`src/rtl/seq_num_commit_ctrl.sv`:
```
// seq_num_commit_ctrl: frees allocated sequence numbers strictly in age order once each has completed.
module seq_num_commit_ctrl #(
  parameter int p_seq_num_bits = 5
) (
  input  logic                      clk,
  input  logic                      rst,
  input  logic                      alloc_val,
  input  logic                      alloc_rdy,
  input  logic [p_seq_num_bits-1:0] alloc_seq_num,
  input  logic                      cmpl_val,
  input  logic [p_seq_num_bits-1:0] cmpl_seq_num,
  output logic                      free_val,
  output logic [p_seq_num_bits-1:0] free_seq_num,
  output logic [p_seq_num_bits:0]   count,
  output logic                      empty,
  output logic                      err
);
  localparam int D = 2 ** p_seq_num_bits;
  localparam logic [p_seq_num_bits:0] c_full = (p_seq_num_bits + 1)'(D);
  logic [D-1:0]                r_alloc, r_done, w_alloc_nxt, w_done_nxt;
  logic [p_seq_num_bits-1:0]   r_head, r_tail, r_free_seq_num;
  logic [p_seq_num_bits:0]     r_count;
  logic                        r_free_val, r_err;
  logic                        w_afire, w_alloc_ok, w_cmpl_ok, w_head_ready, w_illegal;
  assign w_afire      = alloc_val & alloc_rdy;
  assign w_alloc_ok   = w_afire & (alloc_seq_num == r_tail) & (r_count != c_full);
  // uses pre-edge state, so completing the entry allocated this cycle is an error
  assign w_cmpl_ok    = cmpl_val & r_alloc[cmpl_seq_num] & ~r_done[cmpl_seq_num];
  assign w_head_ready = r_alloc[r_head] & (r_done[r_head] | (cmpl_val & (cmpl_seq_num == r_head)));
  assign w_illegal    = (w_afire & ~w_alloc_ok) | (cmpl_val & ~w_cmpl_ok);
  always_comb begin
    w_alloc_nxt = r_alloc;
    w_done_nxt  = r_done;
    if (w_cmpl_ok) w_done_nxt[cmpl_seq_num] = 1'b1;
    if (w_alloc_ok) begin
      w_alloc_nxt[r_tail] = 1'b1;
      w_done_nxt[r_tail]  = 1'b0;
    end
    // freeing last so a bypassed head completion leaves no stale done bit
    if (w_head_ready) begin
      w_alloc_nxt[r_head] = 1'b0;
      w_done_nxt[r_head]  = 1'b0;
    end
  end
  always_ff @(posedge clk) begin
    if (!rst) begin
      r_alloc        <= '0;
      r_done         <= '0;
      r_head         <= '0;
      r_tail         <= '0;
      r_count        <= '0;
      r_free_val     <= 1'b0;
      r_free_seq_num <= '0;
      r_err          <= 1'b0;
    end else begin
      r_alloc    <= w_alloc_nxt;
      r_done     <= w_done_nxt;
      r_free_val <= w_head_ready;
      r_count    <= r_count + {{p_seq_num_bits{1'b0}}, w_alloc_ok} - {{p_seq_num_bits{1'b0}}, w_head_ready};
      if (w_alloc_ok) r_tail <= r_tail + 1'b1;
      if (w_head_ready) begin
        r_head         <= r_head + 1'b1;
        r_free_seq_num <= r_head;
      end
      if (w_illegal) r_err <= 1'b1;
    end
  end
  assign free_val     = r_free_val;
  assign free_seq_num = r_free_seq_num;
  assign count        = r_count;
  assign empty        = (r_count == '0);
  assign err          = r_err;
endmodule

```
`config.mk`:
```
export PLATFORM = sky130hd
export DESIGN_NAME = seq_num_commit_ctrl
export DESIGN_NICKNAME = d
export VERILOG_FILES = /design/src/rtl/seq_num_commit_ctrl.sv
export SDC_FILE = /design/constraint.sdc
export NUM_CORES = 1
export LEC_CHECK = 0
export CORE_AREA = 3 3 105 107
export CTS_BUF_LIST = sky130_fd_sc_hd__clkbuf_8
export DETAILED_ROUTE_END_ITERATION = 10
export DIE_AREA = 0 0 108 110
export DONT_BUFFER_PORTS = 1
export PLACE_DENSITY = 0.78
export SLEW_MARGIN = 20
export SYNTH_ARGS = -nofsm -noshare
export SYNTH_HDL_FRONTEND = slang
export SYNTH_SLANG_ARGS = --single-unit
```
`constraint.sdc`:
```
create_clock -name clk -period 4 [get_ports clk]
set_input_delay 0.8 -clock clk [delete_from_list [all_inputs] [get_ports clk]]
set_output_delay 0.8 -clock clk [all_outputs]
set_load 0.01 [all_outputs]
```
Word level (Yosys, flattened, before mapping)
Cells that the tools add are included.
{"block": "word_totals", "in_bits": 15, "word_cells": 65, "regBits": 87, "out_inout_bits": 14}
{"block": "classes", "addsub": 4, "bitwise": 21, "eq_ne": 3, "n_reduce_logical": 4, "n_lt_le_gt_ge": 6, "mux": 19}
{"op": "2-to-1 mux 32 bit", "n": 5}
{"op": "bitwise AND 32 bit", "n": 3}
{"op": "NOT 32 bit", "n": 2}
{"op": "bitwise OR 32 bit", "n": 2}
{"op": "binary-select mux 1 bit (select 5 bit)", "n": 4}
{"op": "less-than comparator 5 x 6 -> 1 bit (second input constant)", "n": 3}
{"op": "demux 1 bit (select 5 bit)", "n": 3}
{"op": ">= comparator 5 x 1 -> 1 bit (second input constant)", "n": 3}
{"op": "adder 5 x 1 -> 5 bit (second input constant)", "n": 2}
{"op": "== test 5 bit", "n": 2}
{"op": "bitwise AND 1 bit", "n": 9}
{"op": "2-to-1 mux 1 bit", "n": 7}
{"op": "adder 6 x 1 -> 6 bit", "n": 1}
{"op": "zero test 6 bit", "n": 1}
{"op": "!= test 6 bit (second input constant)", "n": 1}
{"op": "subtractor 6 x 1 -> 6 bit", "n": 1}
{"op": "logical AND 1 bit", "n": 3}
{"op": "NOT 1 bit", "n": 3}
{"op": "bitwise OR 1 bit", "n": 2}

Longest topological paths before layout
Gate-level depths: netlist (run 1).
{"block": "logic_depth", "word_depth": 10, "ltp_mapped": 18, "depth_no_buf": 15}

Worst setup path before layout (run 1)
No wires, ideal clock.
{"block": "synth_timing", "kind": "register -> register", "start": "register r_head[0]", "end": "register r_count[4] (netlist: count[4])", "period_less_slack_ns": 3.524, "arrival_time_ns": 3.397, "n_path_buf": 2, "setup_slack_ns": 0.476, "path_stages_with_launch": 18, "path_cell_list": "dfxtp_1 buf_2 mux4_2 nand2_1 o31ai_1 a2111oi_4 or2_1 buf_2 inv_1 ha_1 inv_1 ha_1 fa_1 a21oi_1 nor2_1 nor2_1 xor2_1 nor2_1"}
{"block": "synth_between", "elab_chain_len": 5, "elab_cells_between_ends": 9, "cone_classes": "add/sub: 1; eq/ne: 1; mux: 4; bitwise: 3"}
{"element": "start: declaration", "line_no": "21", "source": "logic [p_seq_num_bits-1:0] r_head, r_tail, r_free_seq_num;"}
{"element": "start signal: assignment", "line_no": "62", "source": "r_head <= r_head + 1'b1;"}
{"element": "binary-select mux 1 bit (select 5 bit) or == test 5 bit (tied branches)", "line_no": "29", "source": "assign w_head_ready = r_alloc[r_head] & (r_done[r_head] | (cmpl_val & (cmpl_seq_num == r_head)));"}
{"element": "2-to-1 mux 1 bit (implied by the code) or bitwise AND 1 bit (tied branches)", "line_no": "29"}
{"element": "bitwise OR 1 bit", "line_no": "29"}
{"element": "bitwise AND 1 bit (*)", "line_no": "29"}
{"element": "named net w_head_ready", "line_no": "24", "source": "logic w_afire, w_alloc_ok, w_cmpl_ok, w_head_ready, w_illegal;"}
{"element": "subtractor 6 x 1 -> 6 bit (*)", "line_no": "59", "source": "r_count <= r_count + {{p_seq_num_bits{1'b0}}, w_alloc_ok} - {{p_seq_num_bits{1'b0}}, w_head_ready};"}
{"element": "end signal: assignment", "line_no": "59"}
{"element": "end: declaration", "line_no": "22", "source": "logic [p_seq_num_bits:0] r_count;"}
The timed path passes the listed nets; every way through them passes the cells marked *. The select of a mux whose other input is x is not followed.
A chain may end at the register's enable or synchronous reset.

Worst setup path after layout (run 1)
Ends and elaborated chain as after synthesis.

==> results of run 1 <==
tightest hold or removal path, cell delays in order, from the launching register on:
cell	delay, ns
sky130_fd_sc_hd__dfxtp_1	0.33
sky130_fd_sc_hd__inv_1	0.05
sky130_fd_sc_hd__a21oi_1	0.05
routing by layer:
metal | share of wire | routed length (µm) | up-vias | global-route usage
li1 | - | - | 2310 | -
met1 | 0.40 | 6580 | 2434 | 0.379
met2 | 0.44 | 7330 | 376 | 0.426
met3 | 0.13 | 2100 | 59 | 0.0821
met4 | 0.033 | 538 | 0 | 0.100
met5 | 0 | 0 | - | 0
worst paths after layout:
kind	to	slack, ns	depth (start not counted)
max reg2reg	count[4]	0.43	16
max	count[4]	0.43	16
min	r_done[8]	0.47	2
min reg2reg	r_done[8]	0.47	2
area by class of cell:
type,count,area (µm²),share of cell area
Sequential cell,87,1740,0.300
Timing Repair Buffer,20,163,0.0280
Multi-Input combinational cell,463,3410,0.588
Tap cell,136,170,0.0293
Inverter,34,128,0.0220
Clock inverter,7,66.3,0.0114
Clock buffer,9,124,0.0213
per-stage QoR:
stage,hold WS (ns),power [µW],cells,util,cell area [µm²]
after floorplan,0.430,988,636,-,5530
after detailed placement,0.453,987,740,0.549,5610
final,0.467,1580,756,0.567,5800
after global placement,0.448,985,740,0.549,5610
after global routing,0.497,1630,756,0.567,5800
after CTS,0.465,1580,756,0.567,5800
registers in the layout (all words and copies together) (netlist names):
register,flops
count,6
r_tail,5
err,1
free_seq_num,5
r_done,32
r_alloc,32
r_head,5
free_val,1
kinds of logic after synthesis:
logic type / count (synthesis)
muxes: 58
adders and majority gates: 18
AOI/OAI and AO/OA: 160
and+or+nand+nor: 210
DFF: 87
buffers and inverters: 86
xor gates and xnor gates: 17
cells in the final DEF (no fill, tap or decap), types with 18 or more instances in the layout:
master                    netlist  routed
sky130_fd_sc_hd__nand4_1       18      18
sky130_fd_sc_hd__mux2i_1       40      40
sky130_fd_sc_hd__buf_4          2      19
sky130_fd_sc_hd__a21oi_1       33      32
sky130_fd_sc_hd__inv_1         33      35
sky130_fd_sc_hd__nand2_1       35      35
sky130_fd_sc_hd__dfxtp_1       87      87
sky130_fd_sc_hd__nor2_1        86      86
sky130_fd_sc_hd__o21ai_0       23      23
power by group:
group | internal, µW | switching [µW]
Combinational | 37.6 | 58.0
Sequential | 869 | 4.51
Clock | 284 | 328
Total | 1190 | 391
==> out/results.txt, run 1 <==
The count of pins over their slew limit came out at 0. CTS built an H-tree with a depth of 3. The logs give 5530 µm² for the area of the mapped netlist and 58 for the number of distinct library cells after synthesis. Synthesis produced a netlist with a net count of 669. The tools report the initial antenna violation count as 0. Dividing the detail-routed via count by the number of cells gives 6.85. The class of the tightest hold or removal check is reg -> reg.

The worst hold path begins at r_done[8]. The clock period could shrink to 3.57 ns. Setup repair after global routing left no endpoint under its margin.

On the final layout, the worst clock skew is 0.0130 ns. The compound-gate portion of the synthesized area works out to 0.217. Clock tree synthesis found a total of 87 sinks. The number of buffers added on ports was 0.

The die is 110 µm tall. The basic-gate share of the synthesized area counting and, or, nand and nor cells was 0.188. In the synthesized netlist, the cells that appear most often are sky130_fd_sc_hd__dfxtp_1 (87), sky130_fd_sc_hd__nor2_1 (86), sky130_fd_sc_hd__mux2i_1 (40). For the HPWL after detailed placement, the log shows 12.1 mm. The proportion of layout cells with a drive suffix above 1 came out at 0.134.

Sorting the synthesized cells by area gives the leading types as sky130_fd_sc_hd__dfxtp_1 (32%), sky130_fd_sc_hd__mux2i_1 (7.2%), sky130_fd_sc_hd__mux4_2 (6.5%). The count of nets left with antenna violations once routing finished came out at 0. Counting both buffers and inverters, the worst setup path holds a total of 3.

The number of hold-repair buffers added at the cts stage was 0; the area of the die was 11900 µm². The number of global-route vias before repair was 4754; the post-synthesis adder-cell area fraction was 0.0421. The worst setup path is launched from a register. The synthesized design contains 0 enable-type register cells.

At the end of the flow, the number of nets in the layout was 648. The primary flip-flop cell chosen by synthesis mapping was sky130_fd_sc_hd__dfxtp_1. Data on the critical path is required at its endpoint by 4.24 ns. The layout overhead on the synthesized area works out to 5.03%. The tools report the static leakage as 0.00193 µW. The cell that appears most often on the critical path is sky130_fd_sc_hd__nor2_1.

The average footprint of a synthesized cell was 8.69 µm²; the effective utilization at floorplan was 0.540. Entering global routing, the biggest net connects 61 pins. The sequential fraction of the synthesis area is 0.315, and the slew at the pin with the worst max-slew slack is 0.977 ns. Gates resized during post-CTS repair numbered 0. Among cell families on the critical path, the largest total delay comes from adder cells. For this run, the number of Yosys warnings is 0.

In the final timing run, aggregate negative setup slack is 0 ns. Counting flops and latches in the post-synthesis netlist gives 87. Dividing the detail-routed wire length by the instance count gives 21.9 µm. For the placeable core region, the log shows 10200 µm². The fraction of registers with async set/reset came out at 0. VDD sags by at most 0.000191 V. For the worst setup slack before clock tree synthesis, the log shows 0.468 ns. Routability congestion estimate from global placement: 1.04. STA puts the critical path data arrival time at 3.81 ns.

The global-route total usage across every layer was 0.280. The area share of the largest cell type after synthesis came out at 0.315. The largest individual stage delay along the critical path comes from the cell sky130_fd_sc_hd__dfxtp_1. The final route contains 5179 vias. The total overflow left after global routing is 0.

Before antenna repair, the detailed router went through 6 iterations. Antenna diode count: 0. The power density relative to cell area is 273 nW/µm², and the number of buffers added for setup after CTS is 0. In this run the worst setup path begins at r_head[0]. The top-level port count is 29.

The instance count of the mapped netlist is 636, and the width of the die is 108 µm. The tools report the kind of capture point of the worst setup path as a register. The wire length of the first global-routing pass is 25.4 mm.

TritonCTS built the clock tree. Clock-pin slew was measured on the worst setup and hold paths at 0.09 ns. The startpoint identified for the worst register-to-register timing path is r_head[0]. For this run, design rule violations remaining after detail routing come to 0. The largest driver fanout on the critical path is 11. The flow ran to the end, and the final reports show no timing, DRC or antenna violations. The proportion of synthesized area in mux cells was 0.142; the maximum single-stage delay on the critical path was 0.55 ns. The later pin in the worst-skew pair is clocked with a latency of 0.37 ns.

The violation count after the first detailed-routing iteration came out at 795. By area, the combinational part of the netlist is dominated by compound AO/OA/AOI/OAI gates. The signal on the critical path passes through buf_4 > mux4_2 > nand2b_1 > o311a_1 > nand2_2 > or2_1 > inv_1 > ha_1 > inv_1 > ha_1 > fa_1 > a21oi_1 > nor2_1 > nor2_1 > xor2_1 > nor2_1.

The fraction of synthesized cell area in xor and xnor cells is 0.0269. The maximum achievable frequency is 280 MHz, and the filler cell count is 889. Setup slack closes at 0.428 ns.

The tools report the count of maximum capacitance violations as 0. Wires add up to 16.5 mm. The cell taking the most area after synthesis was sky130_fd_sc_hd__dfxtp_1. The tools report the relative slew slack as 0.347. The final critical-path share of the clock period came out at 0.893. The most common cell in the netlist is sky130_fd_sc_hd__dfxtp_1.

The run gives 0 as the final number of hold-violating endpoints. The longest clock path from root to sink contains 2 buffers. The run gives 0 as the final setup violation count.

The tools report the root buffer cell as sky130_fd_sc_hd__clkbuf_8. The initialized floorplan defines 37 standard-cell rows. Start-to-end type of the worst setup path: reg -> reg. In this run, CTS created clock tree buffers numbering 9.
No activity file was read; power rests on OpenSTA's default activity.
==> run 2: changes to the inputs <==
--- a/config.mk
+++ b/config.mk
@@ -5,10 +5,10 @@
 export SDC_FILE = /design/constraint.sdc
 export NUM_CORES = 1
 export LEC_CHECK = 0
-export CORE_AREA = 3 3 105 107
+export CORE_AREA = 2 2 104 106
 export CTS_BUF_LIST = sky130_fd_sc_hd__clkbuf_8
 export DETAILED_ROUTE_END_ITERATION = 10
-export DIE_AREA = 0 0 108 110
+export DIE_AREA = 0 0 106 108
 export DONT_BUFFER_PORTS = 1
 export PLACE_DENSITY = 0.78
 export SLEW_MARGIN = 20
==> out/results.txt, run 2 (synthesized netlist as in run 1, its figures left out) <==
The number of H-tree branching levels was 3 (unchanged); the final critical-path share of the clock period was 0.906 (was 0.893). The power density relative to cell area is 290 nW/µm² (was 273 nW/µm²), and the static leakage is 0.00195 µW (was 0.00193 µW). The violation count after the first detailed-routing iteration is 779 (was 795). The initial antenna violation count is 1 (was 0), and the number of global-route vias before repair is 4680 (was 4754).

The data arrival time of the critical path is 3.86 ns (was 3.81 ns), and the clock-pin slew on the worst setup and hold paths is 0.09 ns (about the same). The final number of hold-violating endpoints was 0 (unchanged). The via count was 5123 (was 5179); the number of hold-repair buffers added at the cts stage was 0 (unchanged). For the clock network fraction of design power, the log shows 0.429 (was 0.387). The wire length per cell was 22.2 µm (was 21.9 µm). The internal power is 1320 µW (was 1190 µW).

The routed metal-1 wirelength was 6.72 mm (was 6.58 mm). The tools report the startpoint of the most critical register-to-register path as r_head[0] (unchanged). TritonCTS built the clock tree.

The clock latency reported for the late side of the worst-skew pair was 0.37 ns (about the same). Setup repair after global routing left no endpoint under its margin. Layout overhead on the synthesized area: 5.75% (was 5.03%). The detailed-route wire length was 16.8 mm (was 16.5 mm). The run finished with clean final reports. The residual antenna-violating net count after detailed routing is 0 (unchanged).

The class of the tightest hold or removal check was reg -> reg (unchanged). The die span in y is 108 µm (was 110 µm), and the count of maximum capacitance violations is 0 (unchanged). The end of the worst register-to-register path was count[4] (unchanged). The tools report the maximum achievable frequency as 276 MHz (was 280 MHz). The count of pins over their slew limit was 0 (unchanged).

The wire length of the first global-routing pass is 26.1 mm (was 25.4 mm). The top layer reached by signal wires is met4 (unchanged). The relative slew slack came out at 0.331 (was 0.347).

The startpoint of the lowest-slack hold path was r_done[13] (was r_done[8]). The most common cell after layout, fill and taps aside was sky130_fd_sc_hd__dfxtp_1 (unchanged). The tools report the post-route clock skew as 0.0161 ns (was 0.0130 ns). The tools report the kind of start point of the critical path as a register (unchanged).

Switching fraction of total power: 0.223 (was 0.247). The tools report the root buffer cell as sky130_fd_sc_hd__clkbuf_8 (unchanged). The remaining global-route overflow came out at 0 (unchanged). The run gives 0 (unchanged) as the antenna diode count. The top-level port count is 29 (unchanged), and the routed length on met3 is 2.11 mm (was 2.10 mm). Via count normalized by instance count: 6.79 (was 6.85). The tools report the placeable core region as 10200 µm² (unchanged). Leading cell types in the layout, fill and taps excluded: sky130_fd_sc_hd__dfxtp_1 (87), sky130_fd_sc_hd__nor2_1 (86), sky130_fd_sc_hd__mux2i_1 (40) (unchanged).

The met2 wire length came out at 7.28 mm (was 7.33 mm). The number of cells on the worst hold path is 2 (unchanged). The tools report the setup slack of the worst register-to-register path as 0.38 ns (was 0.43 ns). The run gives 4.23 ns (was 4.24 ns) as the worst path required time. The part of the power in combinational logic is 0.056 (was 0.060), and the effective utilization at floorplan is 0.540 (unchanged). The deepest clock path buffer count was 2 (unchanged). The routability congestion estimate from global placement came out at 1.03 (was 1.04). The final setup violation count is 0 (unchanged), and the standard-cell row count is 37 (unchanged).

The number of nets in the layout is 647 (was 648), and the HPWL after detailed placement is 12.4 mm (was 12.1 mm). The final core area utilization is 0.571 (was 0.567). The tools report the share of power burned in registers as 0.515 (was 0.552).

The number of buffers added for setup after CTS was 0 (unchanged); the shortest period the worst path allows was 3.62 ns (was 3.57 ns). The largest driver fanout on the critical path came out at 15 (was 11). The start-to-end type of the worst setup path is reg -> reg (unchanged). The number of search-and-repair iterations in the first detailed-routing pass was 6 (unchanged); the number of cells on the worst reg-to-reg path was 16 (unchanged). The kind of capture point of the worst setup path is a register (unchanged).

The area of the die was 11400 µm² (was 11900 µm²). The width of the die was 106 µm (was 108 µm); the DRC violations left was 0 (unchanged). For the setup TNS, the log shows 0 ns (unchanged). The slew at the pin with the worst max-slew slack is 1.00 ns (was 0.977 ns), and the net switching power is 379 µW (was 391 µW).

The number of buffers added on ports was 0 (unchanged). The global-route total usage across every layer is 0.297 (was 0.280), and the maximum vdd ir drop is 0.000191 V (about the same). The tools report the capture endpoint of the worst hold path as r_done[13] (was r_done[8]).

The logs give 9 (unchanged) for the clock buffer count from CTS and 87 (unchanged) for the count of clock tree sinks. For the post-cts resize count, the log shows 0 (unchanged). The proportion of layout cells with a drive suffix above 1 came out at 0.132 (was 0.134).

The maximum number of pins on one net before global-route repair was 61 (unchanged).
run 2: changes by cell type in the layout (fill, tap and decap cells not counted), sizes merged:
cell      previous run  this run
clkinvlp             2         1
buf                 20        19
clkinv               3         2
bufinv               1         3
run 2: power groups by stage:
stage	combinational, µW	clock [µW]	sequential, µW
2_1_floorplan	95.4	0	893
3_3_place_gp	91.0	0	894
3_5_place_dp	91.2	0	894
4_1_cts	91.7	735	874
5_1_grt	99.7	766	874
6_report	94.2	729	874
run 2: routing by layer:
layer  track usage  vias to the layer above
met2         0.454                      361
met5             0                        -
li1              -                     2316
met3        0.0832                       65
met1         0.397                     2381
met4         0.124                        0
run 2: how the worst max path moves through the flow:
| stage | depth (start not counted) | to | startpoint |
|---|---|---|---|
| detailed placement | 16 | count[4] | r_head[0] |
| global placement | 16 | count[4] | r_head[0] |
| floorplan | 17 | count[4] | r_head[0] |
| finish | 16 | count[4] | r_head[0] |
| global route | 16 | count[4] | r_head[0] |
| CTS | 16 | count[4] | r_head[0] |
run 2: area by class of cell:
class / count / area (µm²)
inverter: 34 / 128
clock buffer: 9 / 124
fill: 892 / 4390
multi-input combinational: 463 / 3410
tap: 136 / 170
sequential: 87 / 1740
clock inverter: 7 / 114
timing repair buffer: 19 / 155
run 2: critical path, stage by stage, from the launching register on:
cell                        delay [ns]
sky130_fd_sc_hd__dfxtp_1          0.32
sky130_fd_sc_hd__buf_4            0.25
sky130_fd_sc_hd__mux4_2           0.54
sky130_fd_sc_hd__nand2_1          0.09
sky130_fd_sc_hd__o31ai_1          0.10
sky130_fd_sc_hd__a2111oi_4        0.42
sky130_fd_sc_hd__or2_1            0.19
sky130_fd_sc_hd__inv_1            0.11
sky130_fd_sc_hd__ha_1             0.29
sky130_fd_sc_hd__inv_1            0.04
sky130_fd_sc_hd__ha_1             0.20
sky130_fd_sc_hd__fa_1             0.41
sky130_fd_sc_hd__a21oi_1          0.16
sky130_fd_sc_hd__nor2_1           0.06
sky130_fd_sc_hd__nor2_1           0.10
sky130_fd_sc_hd__xor2_1           0.15
sky130_fd_sc_hd__nor2_1           0.05
run 2: stage by stage:
stage	power (µW)	hold slack [ns]	instance area, µm²	cells	worst slack, ns
3_5_place_dp	985	0.460	5610	739	0.465
5_1_grt	1740	0.492	5840	755	0.195
4_1_cts	1700	0.475	5840	755	0.447
3_3_place_gp	985	0.453	5610	739	0.577
2_1_floorplan	988	0.430	5530	636	0.476
6_report	1700	0.475	5840	755	0.377
